`src/rtl/spi_slave_ip.sv`:
```
// SPI responder: oversamples sclk/ss_n/mosi on clk_i, exchanges 8-bit MSB-first
// frames in any CPOL/CPHA mode, with a one-entry transmit buffer ahead of the shifter.
module spi_slave_ip (
  input  logic       clk_i,
  input  logic       rst_i,
  input  logic       cpol_i,
  input  logic       cpha_i,
  input  logic [7:0] tx_data_i,
  input  logic       tx_load_i,
  output logic       tx_ready_o,
  output logic [7:0] dout_o,
  output logic       spi_done_tick_o,
  output logic       underrun_tick_o,
  output logic       busy_o,
  input  logic       sclk_i,
  input  logic       ss_n_i,
  input  logic       mosi_i,
  output logic       miso_o
);

  typedef enum logic {ST_IDLE, ST_ACTIVE} state_t;

  state_t      r_state;
  state_t      w_state_next;

  logic [2:0]  r_sclk_sync;
  logic [2:0]  r_ss_sync;
  logic [1:0]  r_mosi_sync;

  logic        r_cpol;
  logic        r_cpha;
  logic [2:0]  r_n;
  logic [7:0]  r_rx;
  logic [7:0]  r_tx;
  logic [7:0]  r_dout;
  logic        r_done;
  logic        r_under;
  logic [7:0]  r_buf;
  logic        r_full;

  logic        w_sclk;
  logic        w_sclk_d;
  logic        w_ss_fall;
  logic        w_ss_rise;
  logic        w_lead;
  logic        w_trail;
  logic        w_start;
  logic        w_stop;
  logic        w_sample;
  logic        w_shift;
  logic        w_load;

  // ss_n chain resets low so a select held low through reset never looks like a fresh falling edge
  always_ff @(posedge clk_i or posedge rst_i) begin
    if (rst_i) begin
      r_sclk_sync <= '0;
      r_ss_sync   <= '0;
      r_mosi_sync <= '0;
    end else begin
      r_sclk_sync <= {r_sclk_sync[1:0], sclk_i};
      r_ss_sync   <= {r_ss_sync[1:0], ss_n_i};
      r_mosi_sync <= {r_mosi_sync[0], mosi_i};
    end
  end

  assign w_sclk    = r_sclk_sync[1];
  assign w_sclk_d  = r_sclk_sync[2];
  assign w_ss_fall = ~r_ss_sync[1] & r_ss_sync[2];
  assign w_ss_rise = r_ss_sync[1] & ~r_ss_sync[2];
  assign w_lead    = (w_sclk != r_cpol) && (w_sclk_d == r_cpol);
  assign w_trail   = (w_sclk == r_cpol) && (w_sclk_d != r_cpol);

  always_ff @(posedge clk_i or posedge rst_i) begin
    if (rst_i) begin
      r_state <= ST_IDLE;
    end else begin
      r_state <= w_state_next;
    end
  end

  always_comb begin
    w_state_next = r_state;
    w_start      = 1'b0;
    w_stop       = 1'b0;
    w_sample     = 1'b0;
    w_shift      = 1'b0;
    case (r_state)
      ST_IDLE: begin
        if (w_ss_fall) begin
          w_state_next = ST_ACTIVE;
          w_start      = 1'b1;
        end
      end
      ST_ACTIVE: begin
        if (w_ss_rise) begin
          w_state_next = ST_IDLE;
          w_stop       = 1'b1;
        end else begin
          w_sample = r_cpha ? w_trail : w_lead;
          w_shift  = r_cpha ? w_lead  : w_trail;
        end
      end
      default: w_state_next = ST_IDLE;
    endcase
  end

  // the shifter reloads at frame start (cpha=0) or on the first shift edge of each byte
  assign w_load = (w_start & ~cpha_i) | (w_shift & (r_n == 3'd0));

  always_ff @(posedge clk_i or posedge rst_i) begin
    if (rst_i) begin
      r_cpol  <= 1'b0;
      r_cpha  <= 1'b0;
      r_n     <= '0;
      r_rx    <= '0;
      r_tx    <= '0;
      r_dout  <= '0;
      r_done  <= 1'b0;
      r_under <= 1'b0;
    end else begin
      r_done  <= 1'b0;
      r_under <= 1'b0;
      if (w_start) begin
        r_cpol <= cpol_i;
        r_cpha <= cpha_i;
        r_n    <= '0;
        r_rx   <= '0;
      end
      if (w_stop) begin
        r_n  <= '0;
        r_rx <= '0;
      end
      if (w_sample) begin
        r_rx <= {r_rx[6:0], r_mosi_sync[1]};
        r_n  <= r_n + 3'd1;
        if (r_n == 3'd7) begin
          r_dout <= {r_rx[6:0], r_mosi_sync[1]};
          r_done <= 1'b1;
        end
      end
      if (w_load) begin
        r_tx    <= r_full ? r_buf : 8'h00;
        r_under <= ~r_full;
      end else if (w_shift) begin
        r_tx <= {r_tx[6:0], 1'b0};
      end
    end
  end

  // a host write in the same cycle as a shifter load wins the flag; the shifter takes the old byte
  always_ff @(posedge clk_i or posedge rst_i) begin
    if (rst_i) begin
      r_buf  <= '0;
      r_full <= 1'b0;
    end else if (tx_load_i) begin
      r_buf  <= tx_data_i;
      r_full <= 1'b1;
    end else if (w_load) begin
      r_full <= 1'b0;
    end
  end

  assign tx_ready_o      = ~r_full;
  assign dout_o          = r_dout;
  assign spi_done_tick_o = r_done;
  assign underrun_tick_o = r_under;
  assign busy_o          = (r_state == ST_ACTIVE);
  assign miso_o          = (r_state == ST_ACTIVE) & r_tx[7];

endmodule
```
`config.mk`:
```
export PLATFORM = sky130hd
export DESIGN_NAME = spi_slave_ip
export DESIGN_NICKNAME = d
export VERILOG_FILES = /design/src/rtl/spi_slave_ip.sv
export SDC_FILE = /design/constraint.sdc
export NUM_CORES = 1
export LEC_CHECK = 0
export ABC_CLOCK_PERIOD_IN_PS = 2600
export CAP_MARGIN = 20
export CORE_ASPECT_RATIO = 1.2
export CORE_MARGIN = 4
export CORE_UTILIZATION = 30
export CTS_CLUSTER_SIZE = 10
export DETAILED_ROUTE_END_ITERATION = 8
export HOLD_SLACK_MARGIN = 0.06
export PLACE_DENSITY = 0.57
export SLEW_MARGIN = 5
export SYNTH_ARGS = -nofsm -noshare
export SYNTH_HDL_FRONTEND = slang
export SYNTH_SLANG_ARGS = --single-unit
```
`constraint.sdc`:
```
create_clock -name clk_i -period 2.6 [get_ports clk_i]
set_clock_uncertainty 0.2 [all_clocks]
set_input_delay 0.26 -clock clk_i [delete_from_list [all_inputs] [get_ports clk_i]]
set_output_delay 0.26 -clock clk_i [all_outputs]
set_load 0.01 [all_outputs]
```
==> flow_metrics.env, run 1 <==
export IMPL_p_per_area_nw_per_um2=743
export IMPL_ios=29
export IMPL_diodes=0
export IMPL_nets=203
export IMPL_fp_dieH_um=97.8
export IMPL_avgSynthCellArea_um2=13.6
export IMPL_fp_dieW_um=82.9
export IMPL_viasPerCell=4.41
export IMPL_hold_depth=0
export IMPL_cts_inserted_buffers=5
export IMPL_dp_final_hpwl_um=2530
export IMPL_ys_ff_latch=48
export IMPL_gp_congestion=0.763
export IMPL_cts_sinks=48
export IMPL_grt_first_pass_wirelength_um=6180
export IMPL_max_slew_margin_rel_pct=70.1
export IMPL_start_util_pct=31.1
export IMPL_netlist_area_um2=2020
export IMPL_synth_flop_cell="dfrtp_1"
export IMPL_timing_fmax_ghz=0.486
export IMPL_cp_max_fo=8
export IMPL_use_met1_pct=11.7
export IMPL_area_delta_synth_final_pct=24.0
export IMPL_ant_nets=0
export IMPL_vias=1191
export IMPL_ys_types=27
export IMPL_cts_tree="yes"
export IMPL_port_buffers=28
export IMPL_drt_iter0_drc=28
export IMPL_fill_cells=649
export IMPL_cts_max_path_buffers=2
export IMPL_synth_edf_count=0
export IMPL_placed_cell_area_um2=2410
export IMPL_async_flop_share_pct=100
export IMPL_synthesis_nets=167
export IMPL_synthTopCellsByCount="dfrtp_1, mux2_2, inv_1"
export IMPL_fin_crit_ns=2.06
export IMPL_ys_warn_count=0
export IMPL_worstSetupPathType="reg -> reg"
export IMPL_grt_pass1_vias=1250
export IMPL_clock_latency_ns=0.30
export IMPL_layout_drive_gt1_share_pct=20.5
export IMPL_busiest_layer="met2"
export IMPL_drc=0
export IMPL_synth_top_cell_by_area="dfrtp_1"
export IMPL_wire_per_inst_um=13.2
export IMPL_cp_start_kind="flop"
export IMPL_rsz0062_at_grt="false"
export IMPL_post_route_period_util_pct=79.1
export IMPL_slew_viol_final=0
export IMPL_worst_slew_pin_slew_ns=0.447
export IMPL_row_count=32
export IMPL_r2r_start="r_cpha"
export IMPL_yosysMostFrequentCell="dfrtp_1"
export IMPL_cts_setup_buffers=0
export IMPL_final_area_um2=2500
export IMPL_setup_tns_ns=0
export IMPL_crit_required_ns=2.59
export IMPL_global_route_usage_met2_pct=15.2
export IMPL_dieArea_um2=8100
export IMPL_finish_utilization_pct=38.6
export IMPL_hold_viol=0
export IMPL_synth_top_cell_area_share_pct=59.6
export IMPL_grt_antenna_before_repair=0
export IMPL_met3_usage_pct=3.71
export IMPL_hp_class="reg -> reg"
export IMPL_crit_path_end_kind="flop"
export IMPL_routed_wirelength_um=3550
export IMPL_netlist_instances=148
export IMPL_synth_area_top_cells="dfrtp_1, mux2_2, mux2i_1, mux2_4, a22o_1"
export IMPL_status="finished clean"
export IMPL_htreeDepth=2
export IMPL_grt_max_degree=21
export IMPL_r2r_cells=4
export IMPL_grtUsageTotal_pct=9.47
export IMPL_timing_rr_end="r_tx[2]"
export IMPL_crit_arrival_ns=2.05
export IMPL_setup_violations=0
export IMPL_crit_start="r_cpha"
export IMPL_cts_clk_slew_worst_paths_ns=0.09
export IMPL_r2r_slack_ns=0.54
export IMPL_firstDrtPassIters=4
export IMPL_p_leak_uw=0.00111
export IMPL_cp_endpoint="r_tx[2]"
export IMPL_peakVddDrop_v=0.000293
export IMPL_seq_area_frac_synth_pct=59.6
export IMPL_cts_root_buffer="clkbuf_8"
export IMPL_gr_total_overflow=0
export IMPL_max_cap_violations=0
export IMPL_core_area_um2=6490
where the power goes:
group | internal (uW) | switching, uW | leakage [uW]
clock network | 193 | 250 | 0.0000424
registers | 861 | 79.9 | 0.000608
logic | 273 | 203 | 0.000465
final cells by class:
type / count / area [um2] / share of cell area, %
Tap cell: 85 / 106 / 4.25
Clock buffer: 7 / 76.3 / 3.05
Sequential cell: 48 / 1200 / 48.0
Inverter: 14 / 52.6 / 2.10
Timing Repair Buffer: 33 / 320 / 12.8
Clock inverter: 1 / 8.76 / 0.350
Multi-Input combinational cell: 82 / 736 / 29.4
worst min-delay path by stage:
stage                              start              to
final                     r_mosi_sync[0]  r_mosi_sync[1]
after global routing      r_mosi_sync[0]  r_mosi_sync[1]
after CTS                 r_sclk_sync[0]  r_sclk_sync[1]
after detailed placement  r_sclk_sync[0]  r_sclk_sync[1]
after global placement    r_mosi_sync[0]  r_mosi_sync[1]
after floorplan                   mosi_i  r_mosi_sync[0]
placed cells by master, fill, tap and decap left out, drive strengths merged:
cell / instances
dlygate4sd3: 1
o21ai: 1
inv: 14
xnor2: 1
nor2: 4
clkdlybuf4s50: 28
clkbuf: 7
dfrtp: 48
nand2b: 1
buf: 4
nand2: 13
nor2b: 4
a21o: 2
ha: 3
clkinv: 1
a31oi: 1
nor4b: 1
mux2i: 11
o22ai: 1
mux2: 26
a21oi: 1
nor3b: 2
a22o: 7
and2: 2
o21a: 1
registers in the layout, summed over array words and instances, names as in the netlist:
| name | cells |
|---|---|
| r_cpha | 1 |
| r_tx | 8 |
| spi_done_tick_o | 1 |
| r_rx | 7 |
| underrun_tick_o | 1 |
| r_mosi_sync | 2 |
| r_ss_sync | 3 |
| r_full | 1 |
| busy_o | 1 |
| r_cpol | 1 |
| r_n | 3 |
| r_buf | 8 |
| dout_o | 8 |
| r_sclk_sync | 3 |
through the flow:
step / hold WS, ns / worst slack (ns) / cells / total power (uW)
finish: 0.161 / 0.543 / 270 / 1860
global route: 0.170 / 0.475 / 270 / 1990
CTS: 0.167 / 0.528 / 270 / 1890
detailed placement: 0.145 / 0.417 / 261 / 1440
global placement: 0.134 / 0.467 / 261 / 1420
floorplan: 0.0914 / 0.719 / 148 / 1310
critical path, stage by stage (launching register included):
cell	delay, ns
dfrtp_1	0.39
xnor2_1	0.28
mux2_1	0.38
a21o_1	0.34
mux2_4	0.36
logic make-up after synthesis:
group	synth area share [%]
xor+xnor	0.434
compound gates	5.27
fa+ha+maj	1.86
flops	59.6
buf+inv	3.97
mux	21.3
simple gates	7.63
repair_timing:
item	CTS	global route
endpoints found under the hold margin	14	0
hold buffers	1	0
gates resized for setup	0	0
layer usage:
| layer | part of all wire, % | wire [um] |
|---|---|---|
| met1 | 46 | 1620 |
| met2 | 49 | 1750 |
| met3 | 4.0 | 143 |
| met4 | 1.1 | 39 |
| met5 | 0 | 0 |
No activity file was read; power rests on OpenSTA's default activity.
==> run 2: changes to the inputs <==
--- a/config.mk
+++ b/config.mk
@@ -5,7 +5,7 @@
 export SDC_FILE = /design/constraint.sdc
 export NUM_CORES = 1
 export LEC_CHECK = 0
-export ABC_CLOCK_PERIOD_IN_PS = 2600
+export ABC_CLOCK_PERIOD_IN_PS = 1900
 export CAP_MARGIN = 20
 export CORE_ASPECT_RATIO = 1.2
 export CORE_MARGIN = 4
==> constraint.sdc (replaced) <==
create_clock -name clk_i -period 1.9 [get_ports clk_i]
set_clock_uncertainty 0.2 [all_clocks]
set_input_delay 0.19 -clock clk_i [delete_from_list [all_inputs] [get_ports clk_i]]
set_output_delay 0.19 -clock clk_i [all_outputs]
set_load 0.01 [all_outputs]
==> run 2 against run 1 <==
Against the previous run:
- global-route usage decreased by 0.16 points
- critical path type unchanged
- flip-flop and latch count unchanged
- final cell count increased by 1.5%
- combinational power increased by 53%
- via count increased by 1.9%
- largest cell class unchanged
==> flow_metrics.env, run 2 (same netlist as run 1, synthesis figures left out) <==
export IMPL_gr_total_overflow=0
export IMPL_cp_endpoint="r_tx[7]"
export IMPL_timing_fmax_ghz=0.530
export IMPL_intPower_uw=2030
export IMPL_cts_tree="yes"
export IMPL_ff_latch_area_um2=1200
export IMPL_setup_tns_ns=0
export IMPL_grt_first_pass_wirelength_um=6040
export IMPL_start_util_pct=31.1
export IMPL_r2r_cells=4
export IMPL_peakVddDrop_v=0.000527
export IMPL_cpMaxStageDelayCell="dfrtp_1"
export IMPL_port_buffers=28
export IMPL_layout_drive_gt1_share_pct=28.0
export IMPL_dp_slack_ns=-0.194
export IMPL_cts_root_buffer="clkbuf_8"
export IMPL_hp_class="in -> reg"
export IMPL_worst_slew_pin_slew_ns=0.535
export IMPL_grt_antenna_before_repair=0
export IMPL_layout_common_cells="dfrtp_1, clkdlybuf4s50_1, mux2_2"
export IMPL_htreeDepth=2
export IMPL_dieArea_um2=8100
export IMPL_firstDrtPassIters=4
export IMPL_cts_inserted_buffers=5
export IMPL_final_area_um2=2640
export IMPL_grt_max_degree=35
export IMPL_stdcell_count=274
export IMPL_combPwrFrac_pct=26.1
export IMPL_rsz0062_at_grt="true"
export IMPL_total_power_uw=2780
export IMPL_cp_max_fo=8
export IMPL_switchingPower_uw=749
export IMPL_vias=1214
export IMPL_area_delta_synth_final_pct=30.7
export IMPL_highest_layer="met4"
export IMPL_r2r_start="r_cpol"
export IMPL_crit_arrival_ns=1.87
export IMPL_wire_per_inst_um=12.7
export IMPL_row_count=32
export IMPL_p_per_area_nw_per_um2=1050
export IMPL_worstSetupPathType="reg -> reg"
export IMPL_crit_family="multiplexers"
export IMPL_seq_power_share_pct=46.2
export IMPL_fill_cells=645
export IMPL_fin_crit_ns=1.89
export IMPL_post_route_period_util_pct=99.2
export IMPL_final_common_cell="dfrtp_1"
export IMPL_grtUsageTotal_pct=9.31
export IMPL_clkPwrFrac_pct=27.7
export IMPL_p_leak_uw=0.00119
export IMPL_fp_dieW_um=82.9
export IMPL_ant_nets=0
export IMPL_viasPerCell=4.43
export IMPL_wl_met1_um=1500
export IMPL_gp_congestion=0.732
export IMPL_r2r_slack_ns=0.01
export IMPL_dp_final_hpwl_um=2380
export IMPL_crit_path_end_kind="flop"
export IMPL_setup_violations=0
export IMPL_dp_cells=263
export IMPL_ios=29
export IMPL_max_slew_margin_rel_pct=64.3
export IMPL_drc=0
export IMPL_timing_rr_end="r_tx[7]"
export IMPL_nets=207
export IMPL_routed_wirelength_um=3480
export IMPL_cts_max_path_buffers=2
export IMPL_cp_num_cells=4
export IMPL_cts_clk_slew_worst_paths_ns=0.09
export IMPL_diodes=0
export IMPL_slew_viol_final=0
export IMPL_max_cap_violations=0
export IMPL_path_cells="xnor2_2 > mux2_2 > a21o_4 > mux2_4"
export IMPL_cts_sinks=48
export IMPL_cp_start_kind="flop"
export IMPL_multi_input_area_um2=766
export IMPL_crit_required_ns=1.88
export IMPL_clock_latency_ns=0.30
export IMPL_grt_pass1_vias=1288
export IMPL_status="finished clean"
export IMPL_fin_ws_ns=0.0143
export IMPL_core_area_um2=6490
export IMPL_placed_cell_area_um2=2450
export IMPL_path_buf_inv=0
export IMPL_cpPeakStageDelay_ns=0.41
export IMPL_hold_viol=0
export IMPL_crit_start="r_cpol"
export IMPL_met2_length_um=1800
export IMPL_wl_met3_um=135
export IMPL_drt_iter0_drc=28
export IMPL_fp_dieH_um=97.8
export IMPL_swShare_pct=26.9
==> run 2: worst register-to-register path, cell delays in order, from the launching register on <==
cell,delay (ns)
dfrtp_1,0.41
xnor2_2,0.21
mux2_2,0.38
a21o_4,0.28
mux2_4,0.30
==> run 2: area by class of cell <==
| type | count | share of cell area (%) |
|---|---|---|
| Clock inverter | 2 | 1.47 |
| Multi-Input combinational cell | 82 | 29.0 |
| Sequential cell | 48 | 45.6 |
| Timing Repair Buffer | 37 | 14.7 |
| Inverter | 14 | 1.99 |
| Tap cell | 85 | 4.03 |
| Clock buffer | 6 | 3.13 |
==> run 2: repair_timing <==
item                                    CTS  global route
endpoints found under the setup margin   15            16
setup buffers                             1             0
endpoints found under the hold margin    14             0
pin swaps                                 1             1
resized for setup                         8             4
hold buffers                              1             0
gates cloned                              0             1
==> run 2: power by group through the flow <==
stage	sequential, uW	combinational [uW]	clock [uW]
2_1_floorplan	1270	523	0
3_3_place_gp	1300	675	0
3_5_place_dp	1300	690	0
4_1_cts	1280	735	794
5_1_grt	1310	799	839
6_report	1280	726	770
==> run 2: layer usage <==
layer,track usage [%],vias to the layer above
met5,0,-
met4,3.02,0
met3,3.63,4
met2,15.4,19
met1,11.1,611
li1,-,580
==> run 2: worst min path at each step <==
stage / slack, ns / end / cells after the start / from
after CTS: 0.11 / r_mosi_sync[0] / 1 / mosi_i
after global placement: 0.13 / r_sclk_sync[1] / 0 / r_sclk_sync[0]
after detailed placement: 0.14 / r_sclk_sync[1] / 0 / r_sclk_sync[0]
after floorplan: 0.02 / r_mosi_sync[0] / 0 / mosi_i
after global routing: 0.10 / r_mosi_sync[0] / 1 / mosi_i
final: 0.12 / r_mosi_sync[0] / 1 / mosi_i
==> run 2: metrics by stage <==
| step | hold slack, ns | util [%] |
|---|---|---|
| global route | 0.105 | 40.6 |
| global placement | 0.134 | 37.7 |
| detailed placement | 0.136 | 37.7 |
| CTS | 0.114 | 40.4 |
| floorplan | 0.0214 | - |
| finish | 0.123 | 40.6 |
